===== config.mk =====
export PLATFORM = sky130hd
export DESIGN_NAME = rs_alu_bank
export DESIGN_NICKNAME = d
export VERILOG_FILES = /design/src/rtl/rs_alu_bank.sv
export SDC_FILE = /design/constraint.sdc
export NUM_CORES = 1
export LEC_CHECK = 0
export ABC_AREA = 1
export CAP_MARGIN = 5
export CORE_MARGIN = 2
export CORE_UTILIZATION = 60
export DETAILED_ROUTE_END_ITERATION = 12
export PLACE_DENSITY = 0.86
export SLEW_MARGIN = 40
export SYNTH_ARGS = -nofsm -noshare
export SYNTH_HDL_FRONTEND = slang
export SYNTH_SLANG_ARGS = --single-unit

===== constraint.sdc =====
create_clock -name clock -period 12.3 [get_ports clock]
set_input_delay 2.46 -clock clock [delete_from_list [all_inputs] [get_ports clock]]
set_output_delay 2.46 -clock clock [all_outputs]
set_load 0.05 [all_outputs]

===== src/rtl/rs_alu_bank.sv =====
// Tomasulo reservation-station bank (NUM_RS stations, age-ordered dispatch) feeding one integer ALU.
// Optional macro RS_ALU_SHIFT_EN enables SLL/SRA on opcodes 010/011.
module rs_alu_bank #(
    parameter int unsigned DATA_W   = 32,
    parameter int unsigned TAG_W    = 6,
    parameter int unsigned NUM_RS   = 3,
    parameter int unsigned BASE_TAG = 1,
    parameter int unsigned LATENCY  = 2
) (
    input  logic              clock,
    input  logic              reset,
    input  logic              issue,
    input  logic [2:0]        opcode,
    input  logic [DATA_W-1:0] A,
    input  logic [DATA_W-1:0] B,
    input  logic              A_invalid,
    input  logic              B_invalid,
    output logic              available,
    output logic [TAG_W-1:0]  RS_available,
    output logic [TAG_W-1:0]  issued,
    output logic              error,
    input  logic              cdb_valid,
    input  logic [TAG_W-1:0]  cdb_tag,
    input  logic [DATA_W-1:0] cdb_data,
    output logic              cdb_req,
    input  logic              cdb_grant,
    output logic [TAG_W-1:0]  out_tag,
    output logic [DATA_W-1:0] out_data,
    output logic [TAG_W-1:0]  RS_executing
);
    localparam int unsigned IDX_W  = (NUM_RS > 1) ? $clog2(NUM_RS) : 1;
    localparam int unsigned RANK_W = $clog2(NUM_RS + 1);
    localparam int unsigned CNT_W  = (LATENCY > 1) ? $clog2(LATENCY) : 1;
`ifdef RS_ALU_SHIFT_EN
    localparam int unsigned SH_W   = $clog2(DATA_W);
`endif

    typedef enum logic [1:0] {S_IDLE, S_EXEC, S_BCAST} state_t;

    state_t              r_state, w_state;
    logic [CNT_W-1:0]    r_cnt, w_cnt;
    logic [NUM_RS-1:0]   r_busy, w_busy;
    logic [2:0]          r_op   [NUM_RS];
    logic [2:0]          w_op   [NUM_RS];
    logic [DATA_W-1:0]   r_vj   [NUM_RS];
    logic [DATA_W-1:0]   w_vj   [NUM_RS];
    logic [DATA_W-1:0]   r_vk   [NUM_RS];
    logic [DATA_W-1:0]   w_vk   [NUM_RS];
    logic [TAG_W-1:0]    r_qj   [NUM_RS];
    logic [TAG_W-1:0]    w_qj   [NUM_RS];
    logic [TAG_W-1:0]    r_qk   [NUM_RS];
    logic [TAG_W-1:0]    w_qk   [NUM_RS];
    logic [RANK_W-1:0]   r_rank [NUM_RS];
    logic [RANK_W-1:0]   w_rank [NUM_RS];
    logic [IDX_W-1:0]    r_exec_idx, w_exec_idx;
    logic                r_available, w_available;
    logic [TAG_W-1:0]    r_rs_avail, w_rs_avail;
    logic [TAG_W-1:0]    r_issued, w_issued;
    logic                r_error, w_error;
    logic                r_cdb_req, w_cdb_req;
    logic [TAG_W-1:0]    r_out_tag, w_out_tag;
    logic [DATA_W-1:0]   r_out_data, w_out_data;
    logic [TAG_W-1:0]    r_rs_exec, w_rs_exec;

    logic                w_grant;
    logic                w_free_found, w_sel_found, w_nxt_found;
    logic [IDX_W-1:0]    w_free_idx, w_sel_idx;
    logic [RANK_W-1:0]   w_busy_cnt, w_sel_rank, w_free_rank;

    function automatic logic [TAG_W-1:0] tag_of(input int idx);
        return TAG_W'(BASE_TAG) + TAG_W'(idx);
    endfunction

    function automatic logic [DATA_W-1:0] alu(input logic [2:0] op,
                                             input logic [DATA_W-1:0] a,
                                             input logic [DATA_W-1:0] b);
        case (op)
            3'b000:  return a + b;
            3'b001:  return a - b;
`ifdef RS_ALU_SHIFT_EN
            3'b010:  return a << b[SH_W-1:0];
            3'b011:  return $unsigned($signed(a) >>> b[SH_W-1:0]);
`endif
            3'b100:  return a | b;
            3'b101:  return a & b;
            3'b110:  return ~a;
            3'b111:  return a ^ b;
            default: return '0;
        endcase
    endfunction

    // Next-state for stations, age ranks and the FU FSM.
    always_comb begin
        w_state     = r_state;
        w_cnt       = r_cnt;
        w_busy      = r_busy;
        w_op        = r_op;
        w_vj        = r_vj;
        w_vk        = r_vk;
        w_qj        = r_qj;
        w_qk        = r_qk;
        w_rank      = r_rank;
        w_exec_idx  = r_exec_idx;
        w_issued    = '0;
        w_error     = 1'b0;
        w_cdb_req   = r_cdb_req;
        w_out_tag   = r_out_tag;
        w_out_data  = r_out_data;
        w_rs_exec   = r_rs_exec;
        w_available = 1'b0;
        w_rs_avail  = '0;
        w_free_found = 1'b0;
        w_free_idx   = '0;
        w_sel_found  = 1'b0;
        w_sel_idx    = '0;
        w_sel_rank   = '0;
        w_nxt_found  = 1'b0;
        w_busy_cnt   = '0;
        w_grant      = (r_state == S_BCAST) && cdb_grant;
        w_free_rank  = r_rank[r_exec_idx];

        for (int i = 0; i < int'(NUM_RS); i++) begin
            w_busy_cnt = w_busy_cnt + RANK_W'(r_busy[i]);
            if (!r_busy[i] && !w_free_found) begin
                w_free_found = 1'b1;
                w_free_idx   = IDX_W'(i);
            end
            if (r_busy[i] && r_qj[i] == '0 && r_qk[i] == '0 &&
                !(r_rs_exec != '0 && IDX_W'(i) == r_exec_idx) &&
                (!w_sel_found || r_rank[i] < w_sel_rank)) begin
                w_sel_found = 1'b1;
                w_sel_idx   = IDX_W'(i);
                w_sel_rank  = r_rank[i];
            end
            if (r_busy[i]) begin
                if (cdb_valid && cdb_tag != '0 && r_qj[i] == cdb_tag) begin
                    w_vj[i] = cdb_data;
                    w_qj[i] = '0;
                end
                if (cdb_valid && cdb_tag != '0 && r_qk[i] == cdb_tag) begin
                    w_vk[i] = cdb_data;
                    w_qk[i] = '0;
                end
                if (w_grant && r_rank[i] > w_free_rank) begin
                    w_rank[i] = r_rank[i] - RANK_W'(1);
                end
            end
        end

        if (w_grant) begin
            w_busy[r_exec_idx] = 1'b0;
        end

        // New station ranks behind every station that survives this cycle.
        if (issue) begin
            if (w_free_found) begin
                w_busy[w_free_idx] = 1'b1;
                w_op[w_free_idx]   = opcode;
                w_rank[w_free_idx] = w_busy_cnt - RANK_W'(w_grant);
                w_issued           = tag_of(int'(w_free_idx));
                w_vj[w_free_idx]   = A;
                w_qj[w_free_idx]   = '0;
                if (A_invalid) begin
                    w_qj[w_free_idx] = A[TAG_W-1:0];
                    if (cdb_valid && cdb_tag != '0 && cdb_tag == A[TAG_W-1:0]) begin
                        w_vj[w_free_idx] = cdb_data;
                        w_qj[w_free_idx] = '0;
                    end
                end
                w_vk[w_free_idx] = B;
                w_qk[w_free_idx] = '0;
                if (B_invalid) begin
                    w_qk[w_free_idx] = B[TAG_W-1:0];
                    if (cdb_valid && cdb_tag != '0 && cdb_tag == B[TAG_W-1:0]) begin
                        w_vk[w_free_idx] = cdb_data;
                        w_qk[w_free_idx] = '0;
                    end
                end
            end else begin
                w_error = 1'b1;
            end
        end

        case (r_state)
            S_IDLE: begin
                if (w_sel_found) begin
                    w_exec_idx = w_sel_idx;
                    w_rs_exec  = tag_of(int'(w_sel_idx));
                    w_out_tag  = tag_of(int'(w_sel_idx));
                    w_out_data = alu(r_op[w_sel_idx], r_vj[w_sel_idx], r_vk[w_sel_idx]);
                    w_cnt      = CNT_W'(LATENCY - 1);
                    w_state    = S_EXEC;
                end
            end
            S_EXEC: begin
                if (r_cnt == '0) begin
                    w_state   = S_BCAST;
                    w_cdb_req = 1'b1;
                end else begin
                    w_cnt = r_cnt - CNT_W'(1);
                end
            end
            S_BCAST: begin
                if (cdb_grant) begin
                    w_state   = S_IDLE;
                    w_cdb_req = 1'b0;
                    w_rs_exec = '0;
                end
            end
            default: w_state = S_IDLE;
        endcase

        for (int i = 0; i < int'(NUM_RS); i++) begin
            if (!w_busy[i] && !w_nxt_found) begin
                w_nxt_found = 1'b1;
                w_available = 1'b1;
                w_rs_avail  = tag_of(i);
            end
        end
    end

    always_ff @(posedge clock or posedge reset) begin
        if (reset) begin
            r_state     <= S_IDLE;
            r_cnt       <= '0;
            r_busy      <= '0;
            for (int i = 0; i < int'(NUM_RS); i++) begin
                r_op[i]   <= '0;
                r_vj[i]   <= '0;
                r_vk[i]   <= '0;
                r_qj[i]   <= '0;
                r_qk[i]   <= '0;
                r_rank[i] <= '0;
            end
            r_exec_idx  <= '0;
            r_available <= 1'b1;
            r_rs_avail  <= TAG_W'(BASE_TAG);
            r_issued    <= '0;
            r_error     <= 1'b0;
            r_cdb_req   <= 1'b0;
            r_out_tag   <= '0;
            r_out_data  <= '0;
            r_rs_exec   <= '0;
        end else begin
            r_state     <= w_state;
            r_cnt       <= w_cnt;
            r_busy      <= w_busy;
            r_op        <= w_op;
            r_vj        <= w_vj;
            r_vk        <= w_vk;
            r_qj        <= w_qj;
            r_qk        <= w_qk;
            r_rank      <= w_rank;
            r_exec_idx  <= w_exec_idx;
            r_available <= w_available;
            r_rs_avail  <= w_rs_avail;
            r_issued    <= w_issued;
            r_error     <= w_error;
            r_cdb_req   <= w_cdb_req;
            r_out_tag   <= w_out_tag;
            r_out_data  <= w_out_data;
            r_rs_exec   <= w_rs_exec;
        end
    end

    assign available    = r_available;
    assign RS_available = r_rs_avail;
    assign issued       = r_issued;
    assign error        = r_error;
    assign cdb_req      = r_cdb_req;
    assign out_tag      = r_out_tag;
    assign out_data     = r_out_data;
    assign RS_executing = r_rs_exec;

endmodule


After elaboration in Yosys (flattened, before gate mapping)
Index checks and enable logic that the tools add are counted.

Input port bits: 112. Bits in registers: 310. Output and inout bits: 59. Word-level logic and storage cells: 275.

Reduce and logical (&&, ||, !) cells: 67. Bitwise gates (word level): 15. Multiplexer cells: 119. Eq/ne operators: 20. $add $sub $neg: 11. $lt $le $gt $ge: 13.

Operators with widths (number): 96-bit two-way mux (8); 32-bit two-way mux (17); 96-bit bitwise mux (4); 32-bit one-hot mux with 6 select lines (1); 18-bit two-way mux (8); 32-bit binary-select mux with 2-bit select (2); 6-bit two-way mux (19); 18-bit bitwise AND (4); 32-bit demux with 2-bit select (1); 6-bit == test (8); 18-bit bitwise mux (2); 6-bit logical NOT (6); 1-bit logical AND (34); 32-bit adder (1); 32-bit bitwise AND (1); 2-bit two-way mux (16); 32-bit inverter (1); 32-bit OR (1); 32-bit subtractor (1); 32-bit bitwise XOR (1); 3-bit two-way mux (8); 1-bit two-way mux (20); 18-bit inverter (1); 6-bit demux with 2-bit select (1); other kinds (41) (79).

Longest topological paths before layout
Word-level depth: 19. Mapped depth: 51. Mapped depth without buffers: 50.

Worst setup path after synthesis
OpenSTA, ideal clock, no wires.

Kind: register to register. Start point: register r_rs_exec[1] (netlist: RS_executing[1]). End point: register r_out_data[21] (netlist: out_data[21]). Arrival time: 5.649 ns. Period minus slack after synthesis: 5.770 ns. Setup time: 0.120 ns. Path buffers: 1. Data required time: 12.180 ns. Path slack: 6.530 ns. Cell stages (with the launch flop): 47. Cells stage by stage: dfrtp_1 > inv_1 > a21oi_2 > inv_1 > nand3_1 > inv_1 > nand2_1 > ha_1 > nand2_1 > nand2_1 > a21oi_1 > nand2_1 > o21ai_0 > inv_1 > ha_1 > nand2_1 > nand2_2 > nand2_4 > [... 11 more ...] > o21ai_0 > inv_1 > ha_1 > nand3b_1 > nand2_1 > inv_1 > o21a_1 > o21ai_0 > a21oi_1 > o21a_1 > o21ai_0 > nand3_1 > nand2_1 > a21oi_1 > o21ai_1 > nand3_1 > o21ai_1 > nand2_1.

Cells in the longest elaborated chain, start to end: 19. Elaborated cells between the ends (all ways): 49. Those cells by class: 2 x add/sub; 2 x order compare; 5 x eq/ne; 17 x mux; 5 x bitwise; 18 x reduce/logical.

Ends and longest elaborated chain: start, declared (RTL line 63) `logic [TAG_W-1:0] r_rs_exec, w_rs_exec;`; start signal, assigned (RTL line 262) `r_rs_exec <= w_rs_exec;`; 6-bit nonzero test * (RTL line 129) `!(r_rs_exec != '0 && IDX_W'(i) == r_exec_idx) &&`; 1-bit logical AND (RTL line 129); 1-bit logical NOT (RTL line 129); 1-bit logical AND (RTL line 128) `if (r_busy[i] && r_qj[i] == '0 && r_qk[i] == '0 &&`; 2-bit two-way mux / 1-bit two-way mux (equally long branches) (RTL line 128); 2-bit less-than comparator / 1-bit logical NOT (equally long branches) (RTL line 130) `(!w_sel_found || r_rank[i] < w_sel_rank)) begin`; 1-bit logical OR (RTL line 130); 1-bit logical AND (RTL line 129); [... 2 more ...]; 1-bit logical OR (RTL line 130); 1-bit logical AND (RTL line 129); 2-bit two-way mux (RTL line 128); 2-bit inverter with 3-bit output (not written as such) (RTL line 190) `w_out_data = alu(r_op[w_sel_idx], r_vj[w_sel_idx], r_vk[w_sel_idx]);`; 32-bit binary-select mux with 2-bit select / 3-bit binary-select mux with 2-bit select (equally long branches) (RTL line 190); 32-bit two-way mux (not written as such) / 3-bit two-way mux (equally long branches) (2 in a row) (RTL line 190); 32-bit subtractor, or another cell as far along (RTL line 79) `3'b001: return a - b;`; 32-bit one-hot mux with 6 select lines (RTL line 77) `case (op)`; end signal, assigned (RTL line 261) `r_out_data <= w_out_data;`; end, declared (RTL line 62) `logic [DATA_W-1:0] r_out_data, w_out_data;`.

Every way passes the cells marked *; elsewhere a longest branch is shown, timed or not. The select of a mux whose other input is x is not followed. A chain may end at the register's enable or synchronous reset.

Worst setup path after layout
Start point: register r_qk[14] in the netlist's numbering. End point: register r_out_data[21] (netlist: out_data[21]).

Cells in the longest elaborated chain, start to end: 18. Elaborated cells between the ends (all ways): 42. Those cells by class: 2 x add/sub; 2 x order compare; 5 x eq/ne; 17 x mux; 5 x bitwise; 11 x reduce/logical.

Ends and longest elaborated chain: start, declared (RTL line 51) `logic [TAG_W-1:0] r_qk [NUM_RS];`; start signal, assigned (RTL line 252) `r_qk <= w_qk;`; 6-bit logical NOT * (RTL line 128); 1-bit logical AND * (2 in a row) (RTL line 128); 2-bit two-way mux / 1-bit two-way mux (equally long branches) (RTL line 128); 2-bit less-than comparator / 1-bit logical NOT (equally long branches) (RTL line 130); 1-bit logical OR (RTL line 130); 1-bit logical AND (RTL line 129); 2-bit two-way mux / 1-bit two-way mux (equally long branches) (RTL line 128); 2-bit less-than comparator / 1-bit logical NOT (equally long branches) (RTL line 130); 1-bit logical OR (RTL line 130); 1-bit logical AND (RTL line 129); 2-bit two-way mux (RTL line 128); 2-bit inverter with 3-bit output (not written as such) (RTL line 190); 32-bit binary-select mux with 2-bit select / 3-bit binary-select mux with 2-bit select (equally long branches) (RTL line 190); 32-bit two-way mux (not written as such) / 3-bit two-way mux (equally long branches) (2 in a row) (RTL line 190); 32-bit subtractor, or another cell as far along (RTL line 79); 32-bit one-hot mux with 6 select lines (RTL line 77).

Marked as above.

==> flow_metrics.py <==
metrics = {
    "drt": {
        "ant_nets": 0,
        "post_drt_wl_per_cell_um": 22.02,
        "wl_met3_mm": 13.32,
        "vias": 25360,
        "met1_length_mm": 32.57,
        "drt_iter0_drc": 3964,
        "drc": 0,
        "top_layer": "met5",
        "drt-total-wl_mm": 86.66,
        "wl_met2_mm": 36.03,
        "via_per_inst": 6.443,
        "drtPass1Iterations": 8,
    },
    "logic_synthesis": {
        "synth_edf_count": 0,
        "synthXorXnorAreaFrac_pct": 1.686,
        "syn_avg_cell_area_um2": 6.784,
        "ys_top_cells_by_area": "dfrtp_1 (32%), o21ai_0 (12%), nand2_1 (8.0%)",
        "synth_top_family_by_area": "compound AO/OA/AOI/OAI gates",
        "synth_adder_area_share_pct": 5.922,
        "async_flop_share_pct": 100.0,
        "synth_top_area_cell": "dfrtp_1",
        "ys_ff_latch": 297,
        "synth.distinct_cells": 63,
        "syn-cell-area_um2": 22860,
        "muxShareOfSynthArea_pct": 0.08757,
        "synth.top_cell.area_share_pct": 32.29,
        "synth_compound_area_share_pct": 25.26,
        "yosysWarnings": 0,
        "synth-main-ff-cell": "dfrtp_1",
        "yosysSeqAreaShare_pct": 32.52,
        "yosys.area_share.simple_pct": 23.13,
        "syn_inst": 3370,
    },
    "timing": {
        "final-max-slew-violation-count": 0,
        "setup_ws_ns": 3.961,
        "max_freq_mhz": 119.9,
        "rsz0062_at_grt": "no",
        "period_share_pct": 67.80,
        "finalHoldViolations": 0,
        "fin_skew_ns": 0.01427,
        "tightest_slew_ns": 0.9048,
        "tns_ns": 0,
        "relSlewSlack_pct": 39.22,
        "fin_crit_ns": 8.339,
        "setup-violations-final": 0,
    },
    "hold_path": {
        "hold_path_class": "flip-flop to flip-flop",
    },
    "final_layout": {
        "drive_gt1_share_pct": 6.226,
        "area_growth_pct": 12.59,
        "fin_nets": 3616,
        "utilization_pct": 68.50,
    },
    "clock_network": {
        "cts_tree": "built",
        "htreeDepth": 2,
        "cts_root_buffer": "clkbuf_16",
        "numCtsBuffers": 37,
        "ctsResizeCount": 0,
        "cts_max_path_buffers": 3,
        "path_clk_slew_ns": 0.06,
        "cts_hold_buf": 0,
        "insertion_delay_ns": 0.57,
        "postCtsSetupBuffers": 0,
        "clock-sinks": 297,
    },
    "grt": {
        "grt_pass1_vias": 23400,
        "track_usage_pct": 43.20,
        "grt_pass1_wl_mm": 131.6,
        "antenna_found_initial": 6,
        "grt_max_degree": 97,
        "overflow": 0,
    },
    "floorplanning": {
        "chipHeight_um": 199.2,
        "start_util_pct": 60.84,
        "rows": 71,
        "num_io_pins": 171,
        "die_w_um": 199.2,
        "core-area_um2": 37580,
        "die-area_um2": 39680,
    },
    "critical_path": {
        "critPathTopFamily": "simple AND/OR/NAND/NOR gates",
        "cp-start-kind": "flip-flop",
        "path_common_cell": "nand2_1",
        "crit_type": "flip-flop to flip-flop",
        "critPathMaxStageDelay_ns": 0.65,
        "worstPathMaxFanout": 61,
        "required_ns": 12.74,
        "end_kind": "flip-flop",
        "crit_arrival_ns": 8.78,
        "path_buf_inv": 6,
        "critPathSlowestCell": "inv_2",
    },
    "placement": {
        "gp_congestion": 1.015,
        "pre_cts_ws_ns": 4.171,
        "hpwlAfterDp_mm": 56.93,
        "numPortBuffers": 157,
    },
    "run_status": {
        "status": "completed",
    },
    "flow_run": {
        "cap_violations": 0,
    },
}
[worst paths after layout]
kind	startpoint	endpoint	slack, ns	cells after the start
max reg2reg	r_qk[14]	out_data[21]	3.96	44
min in group asynchronous	reset	cdb_req	2.43	2
min reg2reg	out_data[29]	out_data[29]	0.47	2
min	out_data[29]	out_data[29]	0.47	2
max in group asynchronous	reset	r_vj[48]	7.92	4
max	r_qk[14]	out_data[21]	3.96	44
[cell families (layout without fill, tap and decap cells)]
logic type / Yosys count / in the layout
AND/OR/NAND/NOR: 1218 / 1218
other: 1 / 18
XOR/XNOR: 44 / 44
adder cells (fa/ha/maj): 107 / 107
multiplexers: 2 / 2
AO/OA/AOI/OAI: 1046 / 1046
flip-flops: 297 / 297
buffers and inverters: 655 / 693
[cell type report]
cell class	instances	area, um2
Fill cell	3232	11840
Sequential cell	297	7435
Multi-Input combinational cell	2431	12920
Tap cell	511	639.4
Clock inverter	11	115.1
Antenna cell	4	10.01
Clock buffer	52	1065
Timing Repair Buffer	195	1904
Inverter	435	1650
[Yosys cell counts (9+ instances only)]
| master | n |
|---|---|
| o21ai_0 | 568 |
| ha_1 | 105 |
| dfrtp_1 | 295 |
| clkbuf_1 | 162 |
| inv_1 | 412 |
| buf_2 | 15 |
| nor4_1 | 14 |
| nor2_1 | 453 |
| nand3_2 | 17 |
| inv_2 | 20 |
| buf_4 | 19 |
| a22oi_1 | 9 |
| xor2_1 | 40 |
| nor2_2 | 9 |
| nand4_1 | 30 |
| nor3_1 | 18 |
| o32ai_1 | 19 |
| o22ai_1 | 74 |
| buf_1 | 17 |
| o21ai_1 | 27 |
| o211ai_1 | 75 |
| nand3b_1 | 11 |
| nand2_1 | 486 |
| a21oi_1 | 227 |
| nand3_1 | 133 |
| or2_2 | 9 |
[routing by layer]
layer | up-vias | GRT usage, %
li1 | 11270 | -
met3 | 413 | 14.38
met2 | 2038 | 62.05
met5 | - | 0.5109
met1 | 11630 | 57.59
met4 | 8 | 22.75
[registers in the layout (all words and copies together) (netlist names), 2 cells and up]
register      cells
r_rank            6
r_vj             96
out_data         32
r_state           2
r_vk             96
r_busy            3
RS_executing      3
r_exec_idx        2
RS_available      2
r_qj             18
issued            3
r_qk             18
out_tag           3
r_op              9
[cells in the final DEF, fill, tap and decap left out, types with 32 or more instances in the layout]
cell,n
nor2_1,448
xor2_1,40
o22ai_1,74
clkbuf_16,39
clkdlybuf4s50_1,157
a21oi_1,227
nand2_1,485
inv_1,404
ha_1,105
buf_4,32
o211ai_1,75
nand3_1,131
dfrtp_1,295
o21ai_0,568
[worst min-delay path, stage by stage, from the launching register on]
cell	delay, ns
dfrtp_1	0.34
nand2_1	0.05
nand2_1	0.05
[through the flow]
step	cell area (um2)	hold WS, ns	instances
after floorplan	22910	0.4534	3383
after global placement	24460	0.4604	3866
after detailed placement	24540	0.4638	3869
after CTS	25720	0.4792	3932
after global routing	25730	0.4988	3933
final	25740	0.4722	3936
Power is not shown: default switching activity piles up to over one toggle a cycle in this logic, so the estimate is an artifact.
